File: config.mk
export PLATFORM = sky130hd
export DESIGN_NAME = core_scan_port
export DESIGN_NICKNAME = d
export VERILOG_FILES = /design/src/rtl/core_scan_pkg.sv /design/src/rtl/core_scan_port_shift_reg.sv /design/src/rtl/core_scan_port.sv
export SDC_FILE = /design/constraint.sdc
export NUM_CORES = 1
export LEC_CHECK = 0
export ABC_AREA = 1
export CAP_MARGIN = 0
export CORE_MARGIN = 8
export CORE_UTILIZATION = 42
export CTS_CLUSTER_SIZE = 16
export DETAILED_ROUTE_END_ITERATION = 16
export PLACE_DENSITY = 0.84
export SLEW_MARGIN = 20
export SYNTH_ARGS = -nofsm -noshare
export SYNTH_HDL_FRONTEND = slang
export SYNTH_SLANG_ARGS = --single-unit
File: constraint.sdc
create_clock -name clk -period 1 [get_ports clk]
set_input_delay 0.2 -clock clk [delete_from_list [all_inputs] [get_ports clk]]
set_output_delay 0.2 -clock clk [all_outputs]
set_load 0.1 [all_outputs]
File: src/rtl/core_scan_pkg.sv
// core_scan_pkg: shared widths, flag position and FSM encoding for the INTEST scan port
package core_scan_pkg;
  localparam int X_W = 5;
  localparam int Y_W = 4;
  localparam int CNT_W = 8;
  localparam int FLAG_BIT = 0;
  localparam logic FLAG_SET = 1'b1;
  localparam logic [1:0] IDLE = 2'd0;
  localparam logic [1:0] APPLY = 2'd1;
  localparam logic [1:0] CAPTURE = 2'd2;
endpackage

File: src/rtl/core_scan_port_shift_reg.sv
// scan_shift_reg: LSB-first data register with parallel capture and parallel out
module scan_shift_reg #(
  parameter int W = 5
) (
  input  logic         clk,
  input  logic         rst,
  input  logic         capture,
  input  logic         shift,
  input  logic [W-1:0] cap_data,
  input  logic         tdi,
  output logic [W-1:0] dr
);
  always_ff @(posedge clk)
    if (rst) dr <= '0;
    else if (capture) dr <= cap_data;
    else if (shift) dr <= {tdi, dr[W-1:1]};
endmodule

File: src/rtl/core_scan_port.sv
// core_scan_port: INTEST DR port that shifts an X word into core_logic, applies it for one clk and captures Y
module core_scan_port
  import core_scan_pkg::*;
#(
  parameter int X_W = core_scan_pkg::X_W,
  parameter int Y_W = core_scan_pkg::Y_W,
  parameter int CNT_W = core_scan_pkg::CNT_W
) (
  input  logic             clk,
  input  logic             rst,
  input  logic             sel,
  input  logic             capture_dr,
  input  logic             shift_dr,
  input  logic             update_dr,
  input  logic             tdi,
  output logic             tdo,
  output logic [X_W-1:0]   core_x,
  output logic             core_enable,
  input  logic [Y_W-1:0]   core_y,
  output logic             busy,
  output logic [CNT_W-1:0] step_cnt
);
  logic [1:0] state;
  logic [X_W-1:0] dr, apply_x;
  logic ovf, en_q, cap, sh, upd;
  assign cap = sel & capture_dr;
  assign sh = sel & shift_dr & ~capture_dr;
  assign upd = sel & update_dr & ~capture_dr & ~shift_dr;
  assign busy = state != IDLE;
  assign tdo = dr[0];
  assign core_enable = en_q & ~rst;
  // outside APPLY the core reloads its own Y, so its state cannot drift
  assign core_x = (state == APPLY && !rst) ? apply_x : {core_y, FLAG_SET};
  scan_shift_reg #(.W(X_W)) u_dr (
    .clk      (clk),
    .rst      (rst),
    .capture  (cap),
    .shift    (sh),
    .cap_data ({core_y, ovf}),
    .tdi      (tdi),
    .dr       (dr)
  );
  always_ff @(posedge clk)
    if (rst) begin
      state <= IDLE;
      apply_x <= '0;
      ovf <= 1'b0;
      step_cnt <= '0;
      en_q <= 1'b0;
    end else begin
      en_q <= 1'b1;
      state <= state == APPLY ? CAPTURE : state == CAPTURE ? IDLE : upd ? APPLY : IDLE;
      if (upd && !busy) begin
        apply_x <= dr;
        step_cnt <= step_cnt + 1'b1;
      end
      ovf <= cap ? 1'b0 : (upd & busy) ? 1'b1 : ovf;
    end
endmodule
**Word level (Yosys, flattened, before mapping)**

Index checks and enable logic that the tools add are counted.

- Add/sub/neg operators: 1
- Equality and inequality tests: 2
- Muxes and demuxes: 7
- Bitwise operators: 11
- Reductions and logical operators: 8

Operator list:

| cell | count |
|---|---|
| 2-to-1 mux 5 bit | 3 |
| adder 8 x 1 -> 8 bit, second input constant | 1 |
| AND 1 bit | 8 |
| nonzero test 2 bit | 2 |
| 2-to-1 mux 1 bit | 3 |
| NOT 1 bit | 3 |
| OR reduction 3 bit | 1 |
| equality test 2 x 1 -> 1 bit, second input constant | 1 |
| equality test 2 bit, second input constant | 1 |
| logical AND 1 bit | 2 |
| logical NOT 1 bit | 2 |
| 2-to-1 mux 2 bit | 1 |
| OR reduction 2 bit | 1 |

- Register bits after elaboration: 22
- Output and inout port bits: 16
- Word-level logic and storage cells: 36

**Longest topological paths before layout**

Gate-level depths: netlist (run 1).

- Word-level depth: 6
- Gate-level depth with buffers: 7
- Mapped depth without buffers: 7

**Modules after synthesis**

From an unflattened synthesis (run 1), not the netlist that was laid out.

- Cells, all modules: 159
- Area, all modules: 1062.3 um^2

Modules (own cells, without submodules):

| module | instances | cells each | area each (um^2) | sequential area each (um^2) |
|---|---|---|---|---|
| core_scan_port | 1 | 119 | 820.8 | 340.3 |
| scan_shift_reg | 1 | 40 | 241.5 | 100.1 |

**Least setup slack after synthesis (run 1)**

OpenSTA, ideal clock, no wires.

- Path type: reg2out
- Start: reg state[0]
- End: out core_x[1]
- Data arrival time: 2729 ps
- Required time: 800 ps
- Setup slack: -1929 ps
- Stages on the path, launching flop included: 5
- Path buffers: 0
- Cells stage by stage: dfxtp_1 > inv_1 > nor2_1 > nand2_1 > o21ai_0

- Longest elaborated chain between the ends: 3

RTL lines:

| what | line | text |
|---|---|---|
| start, declared | core_scan_port.sv:23 | `logic [1:0] state;` |
| start signal, assigned | core_scan_port.sv:52 | `state <= state == APPLY ? CAPTURE : state == CAPTURE ? IDLE : upd ? APPLY : IDLE;` |
| equality test 2 x 1 -> 1 bit | core_scan_port.sv:33 | `assign core_x = (state == APPLY && !rst) ? apply_x : {core_y, FLAG_SET};` |
| logical AND 1 bit | core_scan_port.sv:33 |  |
| 2-to-1 mux 5 bit | core_scan_port.sv:33 |  |
| end, declared | core_scan_port.sv:17 | `output logic [X_W-1:0] core_x,` |

No other way between the ends.

**Worst setup path in the final report (run 1)**

- Start: reg state[0]
- End: out core_x[2]

The elaborated chain is that of the path after synthesis.

==> impl_metrics.toml, run 1 <==
[power]
p_per_area_nw_per_um2 = 1040
p_leak_uw = 0.000854
peakVddDrop_mv = 1.16

[setup_path]
cp-end-kind = "output port"
crit_path_max_fanout = 5
worstSetupStartpointType = "flop"
crit_chain = "inv_2, nor2_4, nand2_4, o21ai_4, buf_12"
cp_top_family = "flip-flops"
cp.required_ns = 0.80
slowest_stage = "dfxtp_2"
crit_buf_inv = 2
rr_worst_depth = 10
cpPeakStageDelay_ns = 0.37
r2r_end = "step_cnt[7]"
path_depth = 5
path_class = "reg -> out"
critPathArrivalTime_ns = 1.39
r2r_start = "state[0]"
reg2reg_slack_ns = -0.44

[floorplan]
die_y_um = 64.6
rows = 17
dieArea_um2 = 4170
die_width_um = 64.6
io_pins = 27
initial_core_util_pct = 44.8
core_area_um2 = 2210

[cts]
cts.sinks = 22
clockRootBuffer = "clkbuf_4"
path_clk_slew_ns = 0.13
cts_buffers = 3
clockBufferDepth = 2
cts_tree = "yes"
clock_latency_ns = 0.32
htree_levels = 1

[sta]
timing.slew.headroom_pct = 83.3
rsz0062_at_grt = "yes"
setup_violations = 30
fin_worst_skew_ns = 0.00400
period_share_pct = 159
report.final.slew_viol_count = 0
hold_viol = 0
finalSetupTns_ns = -9.85
fin_ws_ns = -0.586
timing.fmax_mhz = 631
period_needed_ns = 1.59
worstMarginPinSlew_ns = 0.249
hold_ws_ns = 0.338

[final_layout]
fillers = 80
fin_util_pct = 91.7
antenna_cells = 0
drive_gt1_share_pct = 58.6
syn_to_final_growth_pct = 105
nets = 204
design_area_um2 = 2030

[route]
ant_nets = 0
dr_total_vias = 1228
drtIter0Drc = 78
wirelength_mm = 4.07
dr.pass1.iters = 4
viasPerCell = 5.61
drc = 0
detail_route.wl_per_cell_um = 18.6

[status]
violations = "negative setup slack"
status = "finished, violations left"

[place]
dp_hpwl_mm = 2.12
io_buffers = 26
routabilityCongestion = 0.731
place_area_um2 = 1700
place_ws_ns = -0.543

[job]
maxCapViolations = 0

[min_path]
hold-path-endpoint = "step_cnt[1]"
hp-class = "in -> reg"
hold_path_depth = 3
worstHoldStart = "rst"

[global_route]
grt_pass1_wl_mm = 5.83
antenna_found_initial = 0
grt_usage_pct = 17.2
grt_max_degree = 20
grt-ovfl-total = 0
grt_pass1_vias = 1217

[logic_synthesis]
synth-seq-cells = 22
ys_seq_area_share_pct = 44.4
syn-cell-area_um2 = 991
avgSynthCellArea_um2 = 7.56
synth_cell_type_count = 23
syn_nets = 143
synth.area.top_cells = "dfxtp_1 44%, a21oi_1 8.1%, o21ai_0 7.6%"
yosys.area.top_type = "dfxtp_1"
synthDominantCellAreaShare_pct = 44.4
yosysWarnings = 0
syn_inst = 131
-- per-stage QoR --
step / cells / total power [uW]
after floorplan: 131 / 1170
after global placement: 199 / 1340
after detailed placement: 199 / 1350
after CTS: 216 / 2060
after global routing: 219 / 2180
final: 219 / 2120
-- sequential cells by signal, summed over array words and instances, names as in the netlist --
signal and count:
step_cnt 8, state 2, ovf 1, apply_x 5, en_q 1, u_dr.dr 5
-- timing repair --
item                       in CTS  in global routing
gates resized for setup        43                 17
setup endpoints to repair      36                 32
cloned                          3                  0
hold buffers                    0                  0
buffers inserted               11                  4
pin swaps                       9                 10
-- report_power, final --
part	internal [uW]	total, uW	switching [uW]	leakage (uW)
Combinational	199	502	304	0.000639
Sequential	883	907	23.1	0.000187
Clock	406	710	304	0.0000279
Total	1490	2120	631	0.000854
-- per-layer routing --
metal	vias up	routed length (um)	track usage, %
met1	603	1540	18.7
met3	13	219	3.09
met5	-	0	0
met2	54	2180	31.6
li1	558	-	-
met4	0	136	7.36
-- cell families after synthesis --
group,share of synthesized area [%]
AOI/OAI and AO/OA,21.8
xor gates and xnor gates,0.884
adders and majority gates,1.26
buffers and inverters,8.96
DFF,44.4
and+or+nand+nor,22.6
-- cells in the mapped netlist --
cell and count:
dfxtp_1 22, nand2_1 19, inv_1 17, a21oi_1 16, o21ai_0 15, nor2_1 14
nand3_1 5, o22ai_1 5, buf_2 2, nor2_2 2, o21ai_2 2, a211oi_1 1
buf_6 1, ha_1 1, inv_2 1, nand2_2 1, nand3_2 1, nor2_4 1
nor2_8 1, nor3_1 1, nor3_2 1, o21ai_1 1, xor2_1 1
-- layout make-up --
type / instances / area (um2) / area share (%)
Tap cell: 28 / 35.0 / 1.73
Multi-Input combinational cell: 90 / 692 / 34.1
Timing Repair Buffer: 57 / 694 / 34.2
Clock inverter: 1 / 30.0 / 1.48
Clock buffer: 3 / 22.5 / 1.11
Inverter: 18 / 77.6 / 3.82
Sequential cell: 22 / 478 / 23.6
-- tightest hold or removal path, cell delays in order --
cell,delay [ns]
dlygate4sd2_1,0.25
buf_4,0.16
a21oi_2,0.04
-- worst max path at each step --
| stage | startpoint | to | slack (ns) |
|---|---|---|---|
| 2_1_floorplan | state[0] | core_x[1] | -0.38 |
| 3_3_place_gp | rst | core_x[0] | -0.51 |
| 3_5_place_dp | rst | core_x[2] | -0.54 |
| 4_1_cts | state[0] | core_x[2] | -0.53 |
| 5_1_grt | state[0] | core_x[4] | -0.64 |
| 6_report | state[0] | core_x[2] | -0.59 |
-- cells in the final DEF, fill, tap and decap left out, types with 2 or more instances in the layout --
cell | synthesis | final
nand2_1 | 19 | 12
a21oi_2 | 0 | 4
o21ai_0 | 15 | 3
buf_6 | 1 | 11
nand2_2 | 1 | 5
o22ai_1 | 5 | 5
inv_2 | 1 | 4
o21ai_4 | 0 | 4
a21oi_1 | 16 | 12
buf_4 | 0 | 18
buf_12 | 0 | 16
dfxtp_4 | 0 | 9
inv_1 | 17 | 12
o21ai_2 | 2 | 8
dfxtp_1 | 22 | 10
dlygate4sd2_1 | 0 | 4
nand3_2 | 1 | 5
nor2_1 | 14 | 11
dfxtp_2 | 0 | 3
nor2_4 | 1 | 5
o21ai_1 | 1 | 3
clkbuf_4 | 0 | 3
nand2_4 | 0 | 3
nor2_2 | 2 | 2
clkdlybuf4s50_1 | 0 | 6
Note: power is estimated with default switching activity, not from simulation.
==> inputs of run 2 (changes only) <==
--- a/config.mk
+++ b/config.mk
@@ -11,7 +11,7 @@
 export CORE_UTILIZATION = 42
 export CTS_CLUSTER_SIZE = 16
 export DETAILED_ROUTE_END_ITERATION = 16
-export PLACE_DENSITY = 0.84
+export PLACE_DENSITY = 0.74
 export SLEW_MARGIN = 20
 export SYNTH_ARGS = -nofsm -noshare
 export SYNTH_HDL_FRONTEND = slang
==> run 2 against run 1 <==
The run now fails in global routing. Area after synthesis unchanged. Synthesized cell count unchanged.
==> impl_metrics.toml, run 2 <==
[logic_synthesis]
syn_inst = 131
synth_commonest_cells = "22 x dfxtp_1, 19 x nand2_1, 17 x inv_1"
synthFlopType = "dfxtp_1"
synth.area.top_cells = "dfxtp_1 44%, a21oi_1 8.1%, o21ai_0 7.6%"
synth_cell_type_count = 23
yosysMostFrequentCell = "dfxtp_1"
synth-simple-area-share_pct = 22.6
yosys.area.top_type = "dfxtp_1"
syn_nets = 143
synthAdderAreaFrac_pct = 1.26
synth_compound_area_share_pct = 21.8
synth_mux_area_share_pct = 0
yosysWarnings = 0
synth_xor_area_share_pct = 0.884
ys_seq_area_share_pct = 44.4
synth-edff-count = 0
async_flop_share_pct = 0
avgSynthCellArea_um2 = 7.56
synthDominantCellAreaShare_pct = 44.4
synth-seq-cells = 22
syn-cell-area_um2 = 991
synth_top_family_by_area = "simple AND/OR/NAND/NOR gates"

[place]
routabilityCongestion = 0.810
dp_cells = 202
dp_hpwl_mm = 2.13
io_buffers = 26
place_area_um2 = 1730

[floorplan]
io_pins = 27
die_width_um = 64.6
die_y_um = 64.6
initial_core_util_pct = 44.8
rows = 17

[status]
status = "did not finish"
stop_error = "[ERROR DPL-0033] detailed placement checks failed during check placement."
failed_stage = "global routing"

[cts]
cts_buffers = 3
clockBufferDepth = 2
cts.sinks = 22
htree_levels = 1
clockRootBuffer = "clkbuf_4"

[sta]
worstEndpointType = "primary output"
crit_endpoint = "core_x[1]"

[global_route]
grt_max_degree = 20
antenna_found_initial = 0
run 2: cell counts after synthesis:
No cell type changed its count.
run 2: logic make-up after synthesis:
group,Yosys count
simple gates,46
compound gates,40
flops,22
buf+inv,21
xor+xnor,1
fa+ha+maj,1
run 2: through the flow:
step	hold slack, ns	worst slack, ns	util [%]
after floorplan	0.259	-0.379	-
after global placement	0.492	-0.500	78.3
after detailed placement	0.501	-0.568	78.3
after CTS	0.320	-0.554	88.4
run 2: repair_timing:
| action | CTS |
|---|---|
| hold endpoints to repair | 0 |
| endpoints found under the setup margin | 36 |
| pin swaps | 7 |
| gates resized for setup | 25 |
| hold buffers | 0 |
| cloned | 2 |
| buffers inserted | 11 |
==> inputs of run 3 (changes only) <==
--- a/config.mk
+++ b/config.mk
@@ -7,11 +7,10 @@
 export LEC_CHECK = 0
 export ABC_AREA = 1
 export CAP_MARGIN = 0
-export CORE_MARGIN = 8
-export CORE_UTILIZATION = 42
-export CTS_CLUSTER_SIZE = 16
+export CORE_AREA = 8 8 69 71
 export DETAILED_ROUTE_END_ITERATION = 16
-export PLACE_DENSITY = 0.74
+export DIE_AREA = 0 0 77 79
+export PLACE_DENSITY_LB_ADDON = 0.15
 export SLEW_MARGIN = 20
 export SYNTH_ARGS = -nofsm -noshare
 export SYNTH_HDL_FRONTEND = slang
==> constraint.sdc (replaced) <==
create_clock -name clk -period 1.3 [get_ports clk]
set_input_delay 0.26 -clock clk [delete_from_list [all_inputs] [get_ports clk]]
set_output_delay 0.26 -clock clk [all_outputs]
set_load 0.1 [all_outputs]
==> run 3 against run 2 <==
The flow now finishes, with violations (negative setup slack).
==> impl_metrics.toml, run 3 (synthesis gave the netlist of run 1 again) <==
[power]
p_per_area_nw_per_um2 = 829
peakVddDrop_mv = 0.439
total_power_uw = 1550
p_leak_uw = 0.000749

[route]
drc = 0
viasPerCell = 4.63
drtIter0Drc = 55
detail_route.wl_per_cell_um = 12.6
ant_nets = 0
wirelength_mm = 2.83
dr.pass1.iters = 4
dr_total_vias = 1041

[setup_path]
path_class = "reg -> out"
worstSetupStartpointType = "flop"
crit_path_max_fanout = 4
critPathArrivalTime_ns = 1.25
cp.required_ns = 1.04
reg2reg_slack_ns = 0
cp-end-kind = "output port"

[status]
violations = "negative setup slack"
status = "finished, violations left"

[sta]
setup_violations = 7
report.final.slew_viol_count = 0
timing.fmax_mhz = 662
fin_worst_skew_ns = 0.00250
fin_ws_ns = -0.212
period_share_pct = 116
hold_viol = 0
worstMarginPinSlew_ns = 0.251
rsz0062_at_grt = "yes"
period_needed_ns = 1.51
timing.slew.headroom_pct = 83.3

[final_layout]
syn_to_final_growth_pct = 88.8
multi_input_area_um2 = 642
fillers = 376
ff_latch_area_um2 = 467
final-instance-count-excl-fill = 225
nets = 188
drive_gt1_share_pct = 47.4
reg_top3 = "step_cnt: 8 flops, apply_x: 5 flops, u_dr.dr: 5 flops"
antenna_cells = 0
largest_reg_flops = 8
final_common_cell = "buf_12"
final_cell_mix = "17 x buf_12, 15 x nand2_1, 15 x a21oi_1, 14 x inv_1, 12 x nor2_1"
top_register = "step_cnt"

[global_route]
grt_usage_pct = 9.02
grt_pass1_vias = 1023
grt-ovfl-total = 0
grt_max_degree = 20
antenna_found_initial = 0
grt_pass1_wl_mm = 4.55

[cts]
cts_hold_buffers = 0
cts_buffers = 3
cts_tree = "yes"
cts.sinks = 22
clockBufferDepth = 2
clockRootBuffer = "clkbuf_8"
path_clk_slew_ns = 0.08
htree_levels = 1
clock_latency_ns = 0.26

[place]
dp_hpwl_mm = 1.93
place_ws_ns = -0.529
routabilityCongestion = 0.767
io_buffers = 26
dp_cells = 212

[floorplan]
initial_core_util_pct = 26.1
dieArea_um2 = 6080
core_area_um2 = 3800
io_pins = 27
die_width_um = 77
die_y_um = 79
rows = 23

[job]
maxCapViolations = 0

[min_path]
hp-class = "in -> reg"
run 3: final cells by class:
type	instances	share of cell area, %
Clock buffer	4	2.94
Tap cell	50	3.34
Inverter	18	3.75
Multi-Input combinational cell	90	34.3
Timing Repair Buffer	41	30.7
Sequential cell	22	24.9
run 3: path summary, 6_finish.rpt:
path / depth (start not counted) / to / startpoint
setup reg to reg: 8 / step_cnt[3] / state[0]
hold / removal: 2 / step_cnt[1] / rst
setup / recovery: 5 / core_x[2] / state[0]
hold reg to reg: 2 / apply_x[4] / apply_x[4]
run 3: report_power, final:
group          internal [uW]  switching [uW]
combinational            144             207
clock                    270             227
sequential               685            17.6
run 3: worst max-delay path: stages, from the launching register on:
cell and delay, ns:
dfxtp_2 0.34, inv_2 0.05, nor2_4 0.14, nand2_4 0.11, o21ai_4 0.16, buf_12 0.19
run 3: what timing repair did:
| item | CTS | global route |
|---|---|---|
| resized for setup | 14 | 14 |
| setup buffers | 5 | 1 |
| endpoints found under the setup margin | 8 | 19 |
| gates cloned | 1 | 2 |
| pin swaps | 4 | 5 |
run 3: per-stage QoR:
stage          hold slack, ns  utilization (%)  TNS [ns]  instance area [um2]
6_report                0.408             49.2     -1.09                 1870
5_1_grt                 0.420             49.2     -1.71                 1870
2_1_floorplan           0.319                -    -0.481                 1110
4_1_cts                 0.412             46.5     -1.15                 1770
3_5_place_dp            0.503             43.3     -7.05                 1650
3_3_place_gp            0.496             43.3     -6.07                 1650
run 3: per-layer routing:
| layer | GRT usage (%) | part of all wire, % | vias up |
|---|---|---|---|
| met5 | 0 | 0 | - |
| met4 | 3.40 | 1.3 | 0 |
| met3 | 2.82 | 5.5 | 4 |
| met2 | 15.7 | 46 | 26 |
| met1 | 10.1 | 48 | 485 |
| li1 | - | - | 526 |
